File: config.mk
export PLATFORM = sky130hd
export DESIGN_NAME = serial_sub8
export DESIGN_NICKNAME = d
export VERILOG_FILES = /design/src/rtl/serial_sub8.sv
export SDC_FILE = /design/constraint.sdc
export NUM_CORES = 1
export LEC_CHECK = 0
export CAP_MARGIN = 40
export CELL_PAD_IN_SITES_DETAIL_PLACEMENT = 2
export CELL_PAD_IN_SITES_GLOBAL_PLACEMENT = 2
export CORE_MARGIN = 4
export CORE_UTILIZATION = 26
export DETAILED_ROUTE_END_ITERATION = 16
export PLACE_DENSITY = 0.79
export SYNTH_ARGS = -nofsm -noshare
export SYNTH_HDL_FRONTEND = slang
export SYNTH_SLANG_ARGS = --single-unit
File: constraint.sdc
create_clock -name clk -period 1.3 [get_ports clk]
set_input_delay 0.26 -clock clk [delete_from_list [all_inputs] [get_ports clk]]
set_output_delay 0.26 -clock clk [all_outputs]
set_load 0.01 [all_outputs]
File: src/rtl/serial_sub8.sv
// Bit-serial LSB-first subtractor: diff = a - b - bin, one bit per clock.
// Optional signed-overflow output enabled by defining SUB_OVF_EN.
module serial_sub8 #(
    parameter int WIDTH = 8
) (
    input  logic             clk,
    input  logic             rst,
    input  logic             start,
    input  logic [WIDTH-1:0] a,
    input  logic [WIDTH-1:0] b,
    input  logic             bin,
    output logic             busy,
    output logic             done,
    output logic [WIDTH-1:0] diff,
    output logic             bout
`ifdef SUB_OVF_EN
    ,
    output logic             ovf
`endif
);

    localparam int CW = $clog2(WIDTH);

    typedef enum logic [1:0] {
        IDLE,
        SHIFT,
        DONE
    } state_t;

    state_t           state;
    logic [WIDTH-1:0] sa;
    logic [WIDTH-1:0] sb;
    logic [WIDTH-1:0] res;
    logic             borrow;
    logic [CW-1:0]    cnt;
`ifdef SUB_OVF_EN
    logic             a_msb;
    logic             b_msb;
`endif

    logic x;
    logic y;
    logic d;
    logic nb;

    always_comb begin
        x  = sa[0];
        y  = sb[0];
        d  = x ^ y ^ borrow;
        nb = (~x & y) | (~(x ^ y) & borrow);
    end

    always_ff @(posedge clk) begin
        if (rst) begin
            state  <= IDLE;
            busy   <= 1'b0;
            done   <= 1'b0;
            diff   <= '0;
            bout   <= 1'b0;
            sa     <= '0;
            sb     <= '0;
            res    <= '0;
            borrow <= 1'b0;
            cnt    <= '0;
`ifdef SUB_OVF_EN
            ovf    <= 1'b0;
            a_msb  <= 1'b0;
            b_msb  <= 1'b0;
`endif
        end else begin
            unique case (state)
                // DONE behaves like IDLE: busy is low, so a start is accepted
                IDLE, DONE: begin
                    done <= 1'b0;
                    if (start) begin
                        sa     <= a;
                        sb     <= b;
                        borrow <= bin;
                        cnt    <= '0;
                        busy   <= 1'b1;
                        state  <= SHIFT;
`ifdef SUB_OVF_EN
                        a_msb  <= a[WIDTH-1];
                        b_msb  <= b[WIDTH-1];
`endif
                    end else begin
                        state <= IDLE;
                    end
                end
                SHIFT: begin
                    sa     <= sa >> 1;
                    sb     <= sb >> 1;
                    res    <= {d, res[WIDTH-1:1]};
                    borrow <= nb;
                    cnt    <= cnt + 1'b1;
                    if (cnt == CW'(WIDTH - 1)) begin
                        state <= DONE;
                        busy  <= 1'b0;
                        done  <= 1'b1;
                        diff  <= {d, res[WIDTH-1:1]};
                        bout  <= nb;
`ifdef SUB_OVF_EN
                        ovf   <= (a_msb != b_msb) && (d != a_msb);
`endif
                    end
                end
                default: state <= IDLE;
            endcase
        end
    end

endmodule

==> results.md, run 1 <==
* Gpl congestion at 0.7090
* Die height at 86.52 um
* CTS tree: yes
* # Post-CTS Setup Buffers at 0
* Status: complete, but fails checks
* Fin crit share at 1.002
* Fin worst setup slack at -2.256 ps
* Violated checks: setup timing
* Maximum fanout along the worst path at 6
* Cell Area, Synth at 0.001603 mm2
* H-tree levels at 2
* Main combinational cell family by area after synthesis: simple AND/OR/NAND/NOR gates
* First-pass GRT wire length at 6955 um
* Routed WL at 4215 um
* Tmin final at 1302 ps
* Die Wd at 86.52 um
* Clk_lat worst skew at 290 ps
* Commonest non-fill, non-tap cells in the layout: nand2_1 (60), dfxtp_1 (37), clkdlybuf4s50_1 (19)
* Nets@finish at 253
* Slew @ Worst Pin at 242.0 ps
* Area share of and/or/nand/nor cells after synthesis at 0.2412
* DR WL/cell at 13.77 um
* Synthesized flop and latch total at 40
* Initial antenna violation count at 0
* Final setup viols at 1
* Layout area overhead at 37.31%
* Root Buffer: clkbuf_8
* Total number of vias at 1443
* CP Launch Type: flip-flop
* Worst path arrival time at 1530 ps
* Max_slew headroom at 0.8376
* Clk slew on worst S/H paths at 80 ps
* Unrepaired setup endpoints after global routing: yes
* F_max at 0.7679 GHz
* Hold Fails Final Rpt at 0
* Compound-Gate Fraction of Synth Area at 0.1632
* Die area at 0.007485 mm2
* Layout cells sized above 1 at 0.1645
* Comb power frac at 0.128
* Critical path required time at 1520 ps
* Multiplexer share of the synthesized area at 0
* Drt first pass iters at 3
* Post-synthesis adder-cell area fraction at 0.02810
* Clk sinks at 40
* Top-level port count at 31
* Yosys warns at 0
* Kind of critical path: reg -> reg
* GRT Residual Overflow at 0
* Design Area, Final at 0.002201 mm2
* Most common cell after layout, fill and taps aside: nand2_1
* Final Slew Violations at 0
* Fin cells at 306
* Sw Pwr at 0.0006590 W
* Max Cap Viol at 0
* Core area at 0.005956 mm2
* DRC Markers at 0
* Hold_buf cts at 0
* Area post-placement at 0.002011 mm2
* Largest net degree at the start of global routing at 41
* Starting Density at 0.2691
* Antenna-violating nets left at 0
* Ant diodes at 0
* Max clock buf depth at 2
* Rows at 28
* Syn avg cell area at 8.219 um2
* Vias per Instance at 4.716
* DRT iter0 DRCs at 42
* Synth Net Count at 218
* Vias in the first global route at 1492
* Maximum vdd drop at 0.5314 mV
* Max Clock Skew at 6.556 ps
* Dpl hpwl at 2752 um
* Int Pwr at 0.002030 W
* Cells after synthesis at 195
* Seq/Total Area, Yosys at 0.4996
* Yosys cell types at 23
* Total Routing Usage GR at 0.1190
* CTS Buf Count at 5
* LEAKAGE at 0.8377 nW
* Dpl cells at 296
* Part of the power in registers at 0.494
* Switching Share at 0.2450
* Min-delay worst type: reg -> reg
* Xor and xnor area share after synthesis at 0
* Clk pwr share at 0.378
* Buffers on Ports at 30
* Worst Setup End Kind: flip-flop
* Power density over the cells at 1222 mW/mm2
metal layers:
layer  vias to the layer above  global-route usage  wire length, um
met5                         -                   0                0
met4                         0             0.05524               89
met3                         4             0.02852              127
met2                        19              0.2010             2133
met1                       696              0.1420             1865
li1                        724                   -                -
cell usage after synthesis:
library cell,count,share of area
nand2_1,63,0.15
dfxtp_1,40,0.50
a21oi_1,23,0.072
nor2_1,18,0.042
a311oi_1,14,0.077
nand3_1,6,0.019
buf_4,5,0.023
clkbuf_1,5,0.012
buf_2,3,0.0094
buf_6,2,0.014
ha_1,2,0.016
inv_1,2,0.0047
nand2b_1,2,0.0078
a211oi_1,1,0.0047
a2bb2oi_1,1,0.0055
and3b_1,1,0.0055
clkbuf_4,1,0.0047
fa_1,1,0.012
nand3b_1,1,0.0047
nor2b_1,1,0.0039
nor2b_2,1,0.0055
o21a_1,1,0.0047
or2b_2,1,0.0055
worst max-delay path, cell delays in order (launching register included):
cell and delay (ps):
dfxtp_2 340, ha_4 160, ha_4 150, buf_6 110
nand3b_1 130, buf_6 160, nand2_1 60, a21oi_1 110
state kept, by name, summed over array words and instances (netlist names):
| register | flops |
|---|---|
| state | 2 |
| busy | 1 |
| sa | 8 |
| cnt | 3 |
| done | 1 |
| bout | 1 |
| sb | 8 |
| diff | 8 |
| borrow | 1 |
| res | 7 |
what timing repair did:
| action | in CTS | in global routing |
|---|---|---|
| gates resized for setup | 28 | 6 |
| hold endpoints to repair | 0 | 0 |
| setup endpoints to repair | 35 | 17 |
| pin swaps | 7 | 3 |
| gates cloned | 1 | 1 |
power groups by stage:
stage	Sequential, W	Combinational, W	Clock [W]
3_5_place_dp	0.00135	0.000336	0
5_1_grt	0.00134	0.000387	0.00110
3_3_place_gp	0.00135	0.000325	0
4_1_cts	0.00133	0.000343	0.00104
6_report	0.00133	0.000345	0.00102
2_1_floorplan	0.00134	0.000203	0
final timing paths:
kind	from	to	slack [ps]	cells after the start
worst min register to register	diff[3]	diff[3]	450	2
worst min-delay path	diff[3]	diff[3]	450	2
worst max-delay path	cnt[1]	diff[1]	-2	7
worst max register to register	cnt[1]	diff[1]	-2	7
area by class of cell:
class                      instances  area, um2
fill                             685       3755
sequential                        40      804.5
multi-input combinational        138      763.2
timing repair buffer              43      424.2
tap                               75      93.84
clock buffer                       6      72.57
clock inverter                     2      35.03
inverter                           2      7.507
cells by family (layout without fill, tap and decap cells):
group / after synthesis / after routing
AOI/OAI and AO/OA: 40 / 40
buffers and inverters: 18 / 53
adders and majority gates: 3 / 3
and+or+nand+nor: 94 / 95
DFF: 40 / 40
stage by stage:
stage	total power [W]	util	hold slack, ps	worst slack [ps]	TNS [ps]
after global routing	0.002820	0.3695	478.3	-79.95	-682.0
final	0.002689	0.3695	452.7	-2.256	-2.256
after floorplan	0.001547	-	396.0	37.41	0
after global placement	0.001676	0.3376	441.8	-247.6	-5567
after CTS	0.002707	0.3645	462.4	-49.81	-110.8
after detailed placement	0.001690	0.3376	455.3	-319.1	-6519
Power figures use the tool's default switching activity.
==> run 2, diff against run 1 <==
--- a/config.mk
+++ b/config.mk
@@ -8,9 +8,11 @@
 export CAP_MARGIN = 40
 export CELL_PAD_IN_SITES_DETAIL_PLACEMENT = 2
 export CELL_PAD_IN_SITES_GLOBAL_PLACEMENT = 2
+export CORE_ASPECT_RATIO = 0.7
 export CORE_MARGIN = 4
 export CORE_UTILIZATION = 26
 export DETAILED_ROUTE_END_ITERATION = 16
+export GPL_TIMING_DRIVEN = 0
 export PLACE_DENSITY = 0.79
 export SYNTH_ARGS = -nofsm -noshare
 export SYNTH_HDL_FRONTEND = slang
==> results.md, run 2 (synthesized netlist as in run 1, its figures left out) <==
* Vias per Instance at 4.815 (+2.1%)
* Buffers on Ports at 29 (-3.3%)
* Layout cells sized above 1 at 0.2059 (+0.04138)
* Max Cap Viol at 0 (unchanged)
* Setup slack at placement at -361.2 ps (-42.14 ps)
* Die Wd at 101.8 um (+18%)
* Worst Setup End Kind: flip-flop
* CTS tree: yes
* Clk_lat worst skew at 290 ps (about the same)
* Top-level port count at 31 (unchanged)
* Maximum fanout along the worst path at 5 (-1)
* Part of the power in registers at 0.540 (+0.046)
* Maximum vdd drop at 0.3816 mV (-28%)
* GRT Residual Overflow at 0 (unchanged)
* Met2 usage in global routing at 0.2391 (+0.03816)
* DRT iter0 DRCs at 27 (-36%)
* Commonest non-fill, non-tap cells in the layout: nand2_1 (56), dfxtp_1 (37), a21oi_1 (19)
* Dpl hpwl at 3351 um (+22%)
* Fin worst setup slack at -8.331 ps (-6.075 ps)
* Fin crit share at 1.006 (+0.004673)
* Routed WL at 5093 um (+21%)
* First-pass GRT wire length at 8004 um (+15%)
* GR met1 Demand/Resource at 0.1801 (+0.03812)
* Status: complete, but fails checks
* Max clock buf depth at 2 (unchanged)
* Gpl congestion at 0.6949 (-2.0%)
* Top Registers: diff: 8 flops, sa: 8 flops, sb: 8 flops
* CP Launch Type: flip-flop
* Hold Fails Final Rpt at 0 (unchanged)
* Layout area overhead at 41.37%
* Drt first pass iters at 4 (+1)
* Worst path arrival time at 1460 ps (-70 ps)
* Rows at 23 (-18%)
* Core area at 0.005842 mm2 (-1.9%)
* Switching Share at 0.2624 (+0.01741)
* Sw Pwr at 0.0006462 W (-1.9%)
* Met3 usage at 0.03510 (+0.006587)
* F_max at 0.7643 GHz (-0.46%)
* CTS Buf Count at 5 (unchanged)
* Total Routing Usage GR at 0.1420 (+0.02296)
* GRT busiest layer: met2
* LEAKAGE at 0.8928 nW (+6.6%)
* Most common cell after layout, fill and taps aside: nand2_1
* Antenna-violating nets left at 0 (unchanged)
* Unrepaired setup endpoints after global routing: yes
* Die area at 0.007505 mm2 (+0.27%)
* Int Pwr at 0.001816 W (-11%)
* H-tree levels at 2 (unchanged)
* Critical path required time at 1450 ps (-70 ps)
* DR WL/cell at 16.27 um (+18%)
* Power density over the cells at 1087 mW/mm2 (-11%)
* Initial antenna violation count at 0 (unchanged)
* Violated checks: setup timing
* Final TNS setup at -8.375 ps (-6.119 ps)
* Starting Density at 0.2744 (+0.005245)
* Max_slew headroom at 0.5480 (-0.2896)
* Tmin final at 1308 ps (+6.075 ps)
* Clk sinks at 40 (unchanged)
* Nets@finish at 263 (+4.0%)
* Max Clock Skew at 3.241 ps (-3.316 ps)
* Slew @ Worst Pin at 678.0 ps (+436.0 ps)
* Ant diodes at 0 (unchanged)
* Die height at 73.69 um (-15%)
* DRC Markers at 0 (unchanged)
* Vias in the first global route at 1563 (+4.8%)
* Final Slew Violations at 0 (unchanged)
* Min-delay worst type: in -> reg
* Total number of vias at 1507 (+4.4%)
* Comb power frac at 0.153 (+0.025)
* Largest net degree at the start of global routing at 11 (-73%)
* Clk slew on worst S/H paths at 70 ps (about the same)
* Kind of critical path: reg -> reg
* Dpl cells at 299 (+1.0%)
* Clk pwr share at 0.307 (-0.071)
* Final setup viols at 2 (+1)
* Root Buffer: clkbuf_8
* Fin cells at 313 (+2.3%)
[run 2: cell count changes in the layout (fill, tap and decap cells not counted), moves of 2 or more]
| cell | before | now |
|---|---|---|
| nand2_1 | 60 | 56 |
| clkbuf_1 | 1 | 4 |
| nand2_2 | 3 | 6 |
| buf_2 | 0 | 2 |
| buf_6 | 4 | 6 |
| clkbuf_8 | 5 | 7 |
| clkdlybuf4s50_1 | 19 | 17 |
[run 2: timing repair]
item,4_1_cts,5_1_grt
hold buffers,0,0
resized for setup,28,23
setup endpoints to repair,27,30
buffers inserted,5,2
pin swaps,1,8
gates cloned,2,0
[run 2: layout make-up]
cell class | instances | area [um2]
buffer | 16 | 128.9
clock buffer | 5 | 68.82
fill | 671 | 3576
inverter | 2 | 7.507
multi-input combinational | 137 | 787.0
sequential | 40 | 807.0
tap | 75 | 93.84
timing repair buffer | 38 | 372.9
[run 2: routing by layer]
| metal | up-vias | share of wire |
|---|---|---|
| li1 | 738 | - |
| met1 | 733 | 0.47 |
| met2 | 28 | 0.47 |
| met3 | 8 | 0.041 |
| met4 | 0 | 0.014 |
| met5 | - | 0 |
[run 2: power groups by stage]
stage	Sequential, W	Clock (W)	Combinational [W]
floorplan	0.00134	0	0.000203
global placement	0.00135	0	0.000323
detailed placement	0.00135	0	0.000335
CTS	0.00133	0.000780	0.000358
global route	0.00134	0.000820	0.000416
finish	0.00133	0.000756	0.000376
[run 2: worst max-delay path, cell delays in order (launching register included)]
cell	delay, ps
dfxtp_4	360
ha_4	160
ha_4	160
and3b_2	220
buf_6	140
nor2_4	80
a211oi_2	50
[run 2: final timing paths]
path	startpoint	end	slack, ps	cells past startpoint
setup / recovery	cnt[0]	bout	-8	6
hold reg to reg	diff[2]	diff[2]	450	2
hold / removal	rst	busy	420	2
setup reg to reg	cnt[0]	bout	-8	6
[run 2: through the flow]
stage                     area (um2)  hold WS (ps)  utilization  total power, W
after floorplan                 1604         396.0            -        0.001547
after global placement          1988         444.4       0.3403        0.001675
after detailed placement        1988         452.3       0.3403        0.001689
after CTS                       2178         421.7       0.3729        0.002466
after global routing            2266         463.2       0.3879        0.002573
final                           2266         420.5       0.3879        0.002462
